<file path="config.mk">
export PLATFORM = sky130hd
export DESIGN_NAME = bcd_convert_arbiter
export DESIGN_NICKNAME = d
export VERILOG_FILES = /design/src/rtl/bcd_convert_arbiter_pkg.sv /design/src/rtl/bcd_adjust_step.sv /design/src/rtl/bcd_convert_arbiter.sv
export SDC_FILE = /design/constraint.sdc
export NUM_CORES = 1
export LEC_CHECK = 0
export ABC_AREA = 1
export CAP_MARGIN = 15
export CORE_UTILIZATION = 30
export DETAILED_ROUTE_END_ITERATION = 6
export PLACE_DENSITY = 0.54
export SYNTH_ARGS = -nofsm -noshare
export SYNTH_HDL_FRONTEND = slang
export SYNTH_HIERARCHICAL = 1
export SYNTH_SLANG_ARGS = --single-unit
</file>
<file path="constraint.sdc">
create_clock -name clk -period 1.86 [get_ports clk]
set_input_delay 0.465 -clock clk [delete_from_list [all_inputs] [get_ports clk]]
set_output_delay 0.465 -clock clk [all_outputs]
set_load 0.01 [all_outputs]
</file>
<file path="src/rtl/bcd_convert_arbiter_pkg.sv">
// Shared types and defaults for the round-robin binary-to-BCD converter.
package bcd_convert_arbiter_pkg;

  localparam int IN_W_DEF = 11;
  localparam int NDIG_DEF = 4;

  typedef enum logic [1:0] {
    ST_IDLE  = 2'd0,
    ST_SHIFT = 2'd1,
    ST_DONE  = 2'd2
  } state_t;

endpackage

</file>
<file path="src/rtl/bcd_adjust_step.sv">
// Double-dabble correction: every BCD nibble >= 5 gets 3 added before the shift.
module bcd_adjust_step
  import bcd_convert_arbiter_pkg::*;
#(
  parameter int NDIG = NDIG_DEF
) (
  input  logic [4*NDIG-1:0] bcd_i,
  output logic [4*NDIG-1:0] bcd_o
);

  always_comb begin
    bcd_o = bcd_i;
    for (int i = 0; i < NDIG; i++) begin
      if (bcd_i[4*i +: 4] >= 4'd5) begin
        bcd_o[4*i +: 4] = bcd_i[4*i +: 4] + 4'd3;
      end
    end
  end

endmodule

</file>
<file path="src/rtl/bcd_convert_arbiter.sv">
// Sequential binary-to-BCD converter shared by two requesters, one bit per clock.
//
//   state    | meaning
//   ---------+------------------------------------------------------------
//   ST_IDLE  | waiting for req0/req1; round-robin grant and operand capture
//   ST_SHIFT | one adjust-and-shift iteration per cycle, IN_W iterations
//   ST_DONE  | ack/done pulse visible, digits updated, arbiter history saved
module bcd_convert_arbiter
  import bcd_convert_arbiter_pkg::*;
#(
  parameter int IN_W = IN_W_DEF,
  parameter int NDIG = NDIG_DEF
) (
  input  logic            clk,
  input  logic            reset,
  input  logic            req0,
  input  logic [IN_W-1:0] bin0,
  input  logic            req1,
  input  logic [IN_W-1:0] bin1,
  output logic            ack0,
  output logic            ack1,
  output logic            busy,
  output logic            done,
  output logic            gnt_id,
  output logic [3:0]      dig0,
  output logic [3:0]      dig1,
  output logic [3:0]      dig2,
  output logic [3:0]      dig3
);

  localparam int BCD_W = 4 * NDIG;
  localparam int SR_W  = BCD_W + IN_W;
  localparam int CNT_W = $clog2(IN_W + 1);

  state_t              state_q, state_d;
  logic [SR_W-1:0]     sr_q, sr_d;
  logic [CNT_W-1:0]    count_q, count_d;
  logic                gnt_q, gnt_d;
  logic                last_q, last_d;
  logic                busy_q, busy_d;
  logic                ack0_q, ack0_d;
  logic                ack1_q, ack1_d;
  logic                done_q, done_d;
  logic [BCD_W-1:0]    dig_q, dig_d;

  logic [BCD_W-1:0]    bcd_adj;
  logic [SR_W-1:0]     sr_shifted;
  logic                grant_sel;

  bcd_adjust_step #(.NDIG(NDIG)) u_adjust (
    .bcd_i (sr_q[SR_W-1:IN_W]),
    .bcd_o (bcd_adj)
  );

  // The adjusted MSB is shifted out; it is always 0 because 10^NDIG > 2^IN_W.
  assign sr_shifted = {bcd_adj, sr_q[IN_W-1:0]} << 1;

  // On a tie, serve whoever was not served last.
  assign grant_sel = (req0 && req1) ? ~last_q : req1;

  always_comb begin
    state_d = state_q;
    sr_d    = sr_q;
    count_d = count_q;
    gnt_d   = gnt_q;
    last_d  = last_q;
    busy_d  = busy_q;
    ack0_d  = 1'b0;
    ack1_d  = 1'b0;
    done_d  = 1'b0;
    dig_d   = dig_q;
    case (state_q)
      ST_IDLE: begin
        if (req0 || req1) begin
          sr_d    = {{BCD_W{1'b0}}, (grant_sel ? bin1 : bin0)};
          count_d = CNT_W'(IN_W);
          gnt_d   = grant_sel;
          busy_d  = 1'b1;
          state_d = ST_SHIFT;
        end
      end
      ST_SHIFT: begin
        sr_d    = sr_shifted;
        count_d = count_q - CNT_W'(1);
        if (count_q == CNT_W'(1)) begin
          dig_d   = sr_shifted[SR_W-1:IN_W];
          done_d  = 1'b1;
          ack0_d  = ~gnt_q;
          ack1_d  = gnt_q;
          state_d = ST_DONE;
        end
      end
      ST_DONE: begin
        last_d  = gnt_q;
        busy_d  = 1'b0;
        state_d = ST_IDLE;
      end
      default: begin
        state_d = ST_IDLE;
      end
    endcase
  end

  always_ff @(posedge clk) begin
    if (reset) begin
      state_q <= ST_IDLE;
      sr_q    <= '0;
      count_q <= '0;
      gnt_q   <= 1'b0;
      last_q  <= 1'b1;
      busy_q  <= 1'b0;
      ack0_q  <= 1'b0;
      ack1_q  <= 1'b0;
      done_q  <= 1'b0;
      dig_q   <= '0;
    end else begin
      state_q <= state_d;
      sr_q    <= sr_d;
      count_q <= count_d;
      gnt_q   <= gnt_d;
      last_q  <= last_d;
      busy_q  <= busy_d;
      ack0_q  <= ack0_d;
      ack1_q  <= ack1_d;
      done_q  <= done_d;
      dig_q   <= dig_d;
    end
  end

  assign ack0   = ack0_q;
  assign ack1   = ack1_q;
  assign busy   = busy_q;
  assign done   = done_q;
  assign gnt_id = gnt_q;
  assign dig0   = dig_q[3:0];
  assign dig1   = dig_q[7:4];
  assign dig2   = dig_q[11:8];
  assign dig3   = dig_q[15:12];

endmodule

</file>
---- After elaboration in Yosys (flattened, before gate mapping) ----
Index checks and enable logic that the tools add are counted.
word-level totals
  bits in registers ....................... 55
  bits of input ports ..................... 26
  output and inout port bits .............. 21
  word-level logic and storage cells ...... 56
operators by class
  $add $sub $neg .......................... 5
  magnitude comparators ................... 4
  eq/ne operators ......................... 5
  mux-type cells .......................... 16
  bitwise operators ....................... 4
  reductions and logical operators ........ 12
operators by type and width
  operator                                                           count
  case mux 27 bit (2 select lines)                                   1
  two-way mux 27 bit                                                 1
  greater-or-equal comparator 4 x 3 -> 1 bit, second input constant  4
  two-way mux 4 bit                                                  4
  adder 4 x 2 -> 4 bit, second input constant                        3
  two-way mux 11 bit                                                 1
  AND reduction 2 bit                                                5
  case mux 4 bit (2 select lines)                                    1
  == test 4 x 1 -> 1 bit, second input constant                      1
  two-way mux 2 bit                                                  2
  != test 2 bit, second input constant                               2
  NOT 1 bit                                                          4
  case mux 2 bit (2 select lines)                                    1
  nonzero test 2 bit                                                 2
  subtractor 4 x 1 -> 4 bit, second input constant                   1
  adder 3 x 2 -> 3 bit, second input constant                        1
  two-way mux 1 bit                                                  3
  two-way mux 3 bit                                                  1
  OR reduction 3 bit                                                 1
  == test 2 x 1 -> 1 bit, second input constant                      1
  == test 2 bit, second input constant                               1
  logical NOT 2 bit                                                  1
  case mux 1 bit (2 select lines)                                    1
  OR reduction 2 bit                                                 1
  2 further kinds                                                    2

---- Logic depth before layout (Yosys ltp) ----
  depth in word-level cells ............... 5
  depth in mapped cells ................... 9
  depth with buffers taken out ............ 9

---- Modules after synthesis ----
Netlist, hierarchy kept.
modules (own cells, without submodules)
  module               times used  cells each  area each (µm²)  sequential area each (µm²)
  bcd_convert_arbiter  1           335         2,403.6          1,101.1
  bcd_adjust_step      1           88          490.5            0.0

---- Worst setup path after synthesis ----
No wires, ideal clock.
  path kind ............................... input to register
  from .................................... input port req1
  to ...................................... register sr_q[17]
  library setup time ...................... 0.070 ns
  arrival ................................. 1.194 ns
  required time ........................... 1.790 ns
  setup slack ............................. 0.595 ns
  stages .................................. 7
  buffers on the path ..................... 2
  path through ............................ buf_6 -> nor2_4 -> nor2_8 -> nor2_8 -> buf_8 -> nand2_1 -> a21oi_1
on the way
  longest elaborated chain between the ends .. 3
ends and longest elaborated chain
  element                        line                        source
  start, declared                bcd_convert_arbiter.sv:18   input logic req1,
  logical OR 1 bit               bcd_convert_arbiter.sv:74   if (req0 || req1) begin
  != test 2 bit (no line)        n/a
  AND reduction 2 bit (no line)  n/a
  end signal, assigned           bcd_convert_arbiter.sv:118  sr_q <= sr_d;
  end, declared                  bcd_convert_arbiter.sv:36   logic [SR_W-1:0] sr_q, sr_d;
No other way between the ends.
A chain may end at the register's enable or synchronous reset.

---- Worst setup path after layout ----
  from .................................... register gnt_q, in the netlist gnt_id
  to ...................................... output port gnt_id
RTL lines
  element                 line                        source
  start, declared         bcd_convert_arbiter.sv:38   logic gnt_q, gnt_d;
  start signal, assigned  bcd_convert_arbiter.sv:120  gnt_q <= gnt_d;
  end, declared           bcd_convert_arbiter.sv:24   output logic gnt_id,
No word-level cell between the ends.

==> impl_metrics.py <==
metrics = {
    "global_routing": {
        "grt_remaining_overflow": 0,
        "grt_start_max_net_pins": 32,
        "grt_pass1_vias": 2477,
        "grt_pass1_wl_um": 10910,
        "grtUsageTotal": 0.1346,
        "antenna_found_initial": 0,
    },
    "outcome": {
        "outcome": "finished clean",
    },
    "timing": {
        "fmax_ghz": 0.5867,
        "setup_viol": 0,
        "whs_ns": 0.4671,
        "final.min_clock_period_ns": 1.704,
        "min_period_over_period": 0.9164,
        "relSlewSlack": 0.7681,
        "rsz0062_at_grt": "no",
        "finalMaxSlewViolations": 0,
        "finalHoldViolations": 0,
        "skew_ns": 0.009279,
        "worst_pin_slew_ns": 0.3478,
    },
    "logic_synthesis": {
        "synth_area_mm2": 0.002875,
        "syn-num-nets": 455,
        "yosys_warnings": 6,
        "syn_inst": 419,
        "syn_area_per_cell_um2": 6.862,
    },
    "critical_path": {
        "critPathBufInv": 1,
        "crit_path_end_kind": "primary output",
        "path_cells": "clkdlybuf4s50_1",
        "cp_slowest_cell": "clkdlybuf4s50_1",
        "setup.worst_path.start_class": "flop",
        "max_stage_delay_ns": 0.55,
        "cp.required_ns": 1.39,
        "critPathKind": "reg2out",
        "cp_top_family": "buffers and inverters",
        "crit_arrival_ns": 1.24,
        "cp_max_fo": 4,
    },
    "final_layout": {
        "seq_area_mm2": 0.001101,
        "multi_input_area_mm2": 0.001474,
        "final_common_cell": "nand2_1",
        "insertedDiodeCount": 0,
        "areaGrowthSynthToFinish_pct": 24.46,
        "nNetsFinal": 500,
        "final_core_util": 0.3854,
        "final_cell_mix": "nand2_1, dfxtp_1, nand3_1",
        "stdcell_count": 593,
        "drive_gt1_frac": 0.09267,
        "finalInstanceArea_mm2": 0.003578,
        "fillers": 997,
    },
    "clock_tree": {
        "cts_tree": "built",
        "cts_hold_buf": 0,
        "cts_htree_levels": 2,
        "cts_buffers": 5,
        "cts_root_buffer": "clkbuf_8",
        "insertion_delay_ns": 0.31,
        "cts_buffer_depth": 2,
        "post-cts-setup-buffer-count": 0,
        "clk_pin_slew_ns": 0.10,
        "post_cts_resized": 0,
        "clock-sinks": 55,
    },
    "power": {
        "p_per_area_mw_per_mm2": 693.3,
        "comb_power_share": 0.182,
        "power.switching_w": 0.0006739,
        "power_leakage_nw": 1.561,
        "sw_frac_of_total": 0.2716,
        "ir_drop_uv": 296.1,
        "power.internal_w": 0.001807,
        "power.share.sequential": 0.506,
        "p_clk_frac": 0.311,
    },
    "route": {
        "first_pass_iters": 6,
        "drc_errors": 0,
        "vias": 2591,
        "wl_per_cell_um": 10.47,
        "viasPerCell": 4.369,
        "ant_nets": 0,
        "drt_iter0_markers": 132,
        "drt_wl_total_um": 6209,
    },
    "floorplan": {
        "core_mm2": 0.009284,
        "rows": 35,
        "start_util": 0.3097,
        "io_pins": 47,
        "die_w_um": 99.90,
        "fp.dieH_um": 99.90,
        "die-area_mm2": 0.009980,
    },
    "placement": {
        "place_congestion": 0.7215,
        "dp.cells": 586,
        "placed_cell_area_mm2": 0.003472,
        "port_buffers": 46,
        "dp_hpwl_um": 4365,
    },
    "hold_path": {
        "hold_class": "reg2reg",
    },
    "run": {
        "maxCapViolCount": 0,
    },
}
worst register-to-register path, cell delays in order, from the launching register on:
cell,delay [ns]
dfxtp_1,0.41
inv_1,0.09
ha_1,0.24
nor2_4,0.16
nor2_4,0.07
a21oi_2,0.14
nand2_1,0.09
a21oi_1,0.14
metrics by stage:
| stage | setup WS (ns) | power [W] | TNS (ns) |
|---|---|---|---|
| 3_3_place_gp | 0.008681 | 0.001738 | 0 |
| 3_5_place_dp | -0.01660 | 0.001742 | -0.06225 |
| 2_1_floorplan | 0.5953 | 0.001602 | 0 |
| 4_1_cts | 0.1340 | 0.002529 | 0 |
| 6_report | 0.1555 | 0.002481 | 0 |
| 5_1_grt | 0.09250 | 0.002629 | 0 |
layer usage:
layer	global-route usage	routed length, um	vias up
li1	-	-	1402
met1	0.1752	3138	1155
met2	0.2302	2841	32
met3	0.02577	209	2
met4	0.03054	19	0
met5	0	0	-
area by class of cell:
cell class	instances	area share
clock inverter	2	0.01049
inverter	44	0.04685
timing repair buffer	57	0.1587
multi-input combinational	301	0.4119
sequential	55	0.3077
clock buffer	5	0.01923
tap	129	0.04510
flip-flops by register name, summed over array words and instances (netlist names):
| name | flops |
|---|---|
| done | 1 |
| count_q | 4 |
| sr_q | 27 |
| dig_q | 16 |
| busy | 1 |
| last_q | 1 |
| state_q | 2 |
| gnt_id | 1 |
| ack0 | 1 |
| ack1 | 1 |
final timing paths:
kind,end,startpoint,slack (ns),cells after the start
max,gnt_id,gnt_id,0.16,1
min,dig_q[0],sr_q[10],0.47,2
max reg2reg,sr_q[15],sr_q[11],0.46,7
min reg2reg,dig_q[0],sr_q[10],0.47,2
power by group through the flow:
stage | Clock [W] | Sequential [W] | Combinational [W]
global placement | 0 | 0.00128 | 0.000454
CTS | 0.000812 | 0.00126 | 0.000460
floorplan | 0 | 0.00128 | 0.000321
finish | 0.000772 | 0.00126 | 0.000452
global route | 0.000853 | 0.00126 | 0.000511
detailed placement | 0 | 0.00128 | 0.000458
Note: power is estimated with default switching activity, not from simulation.
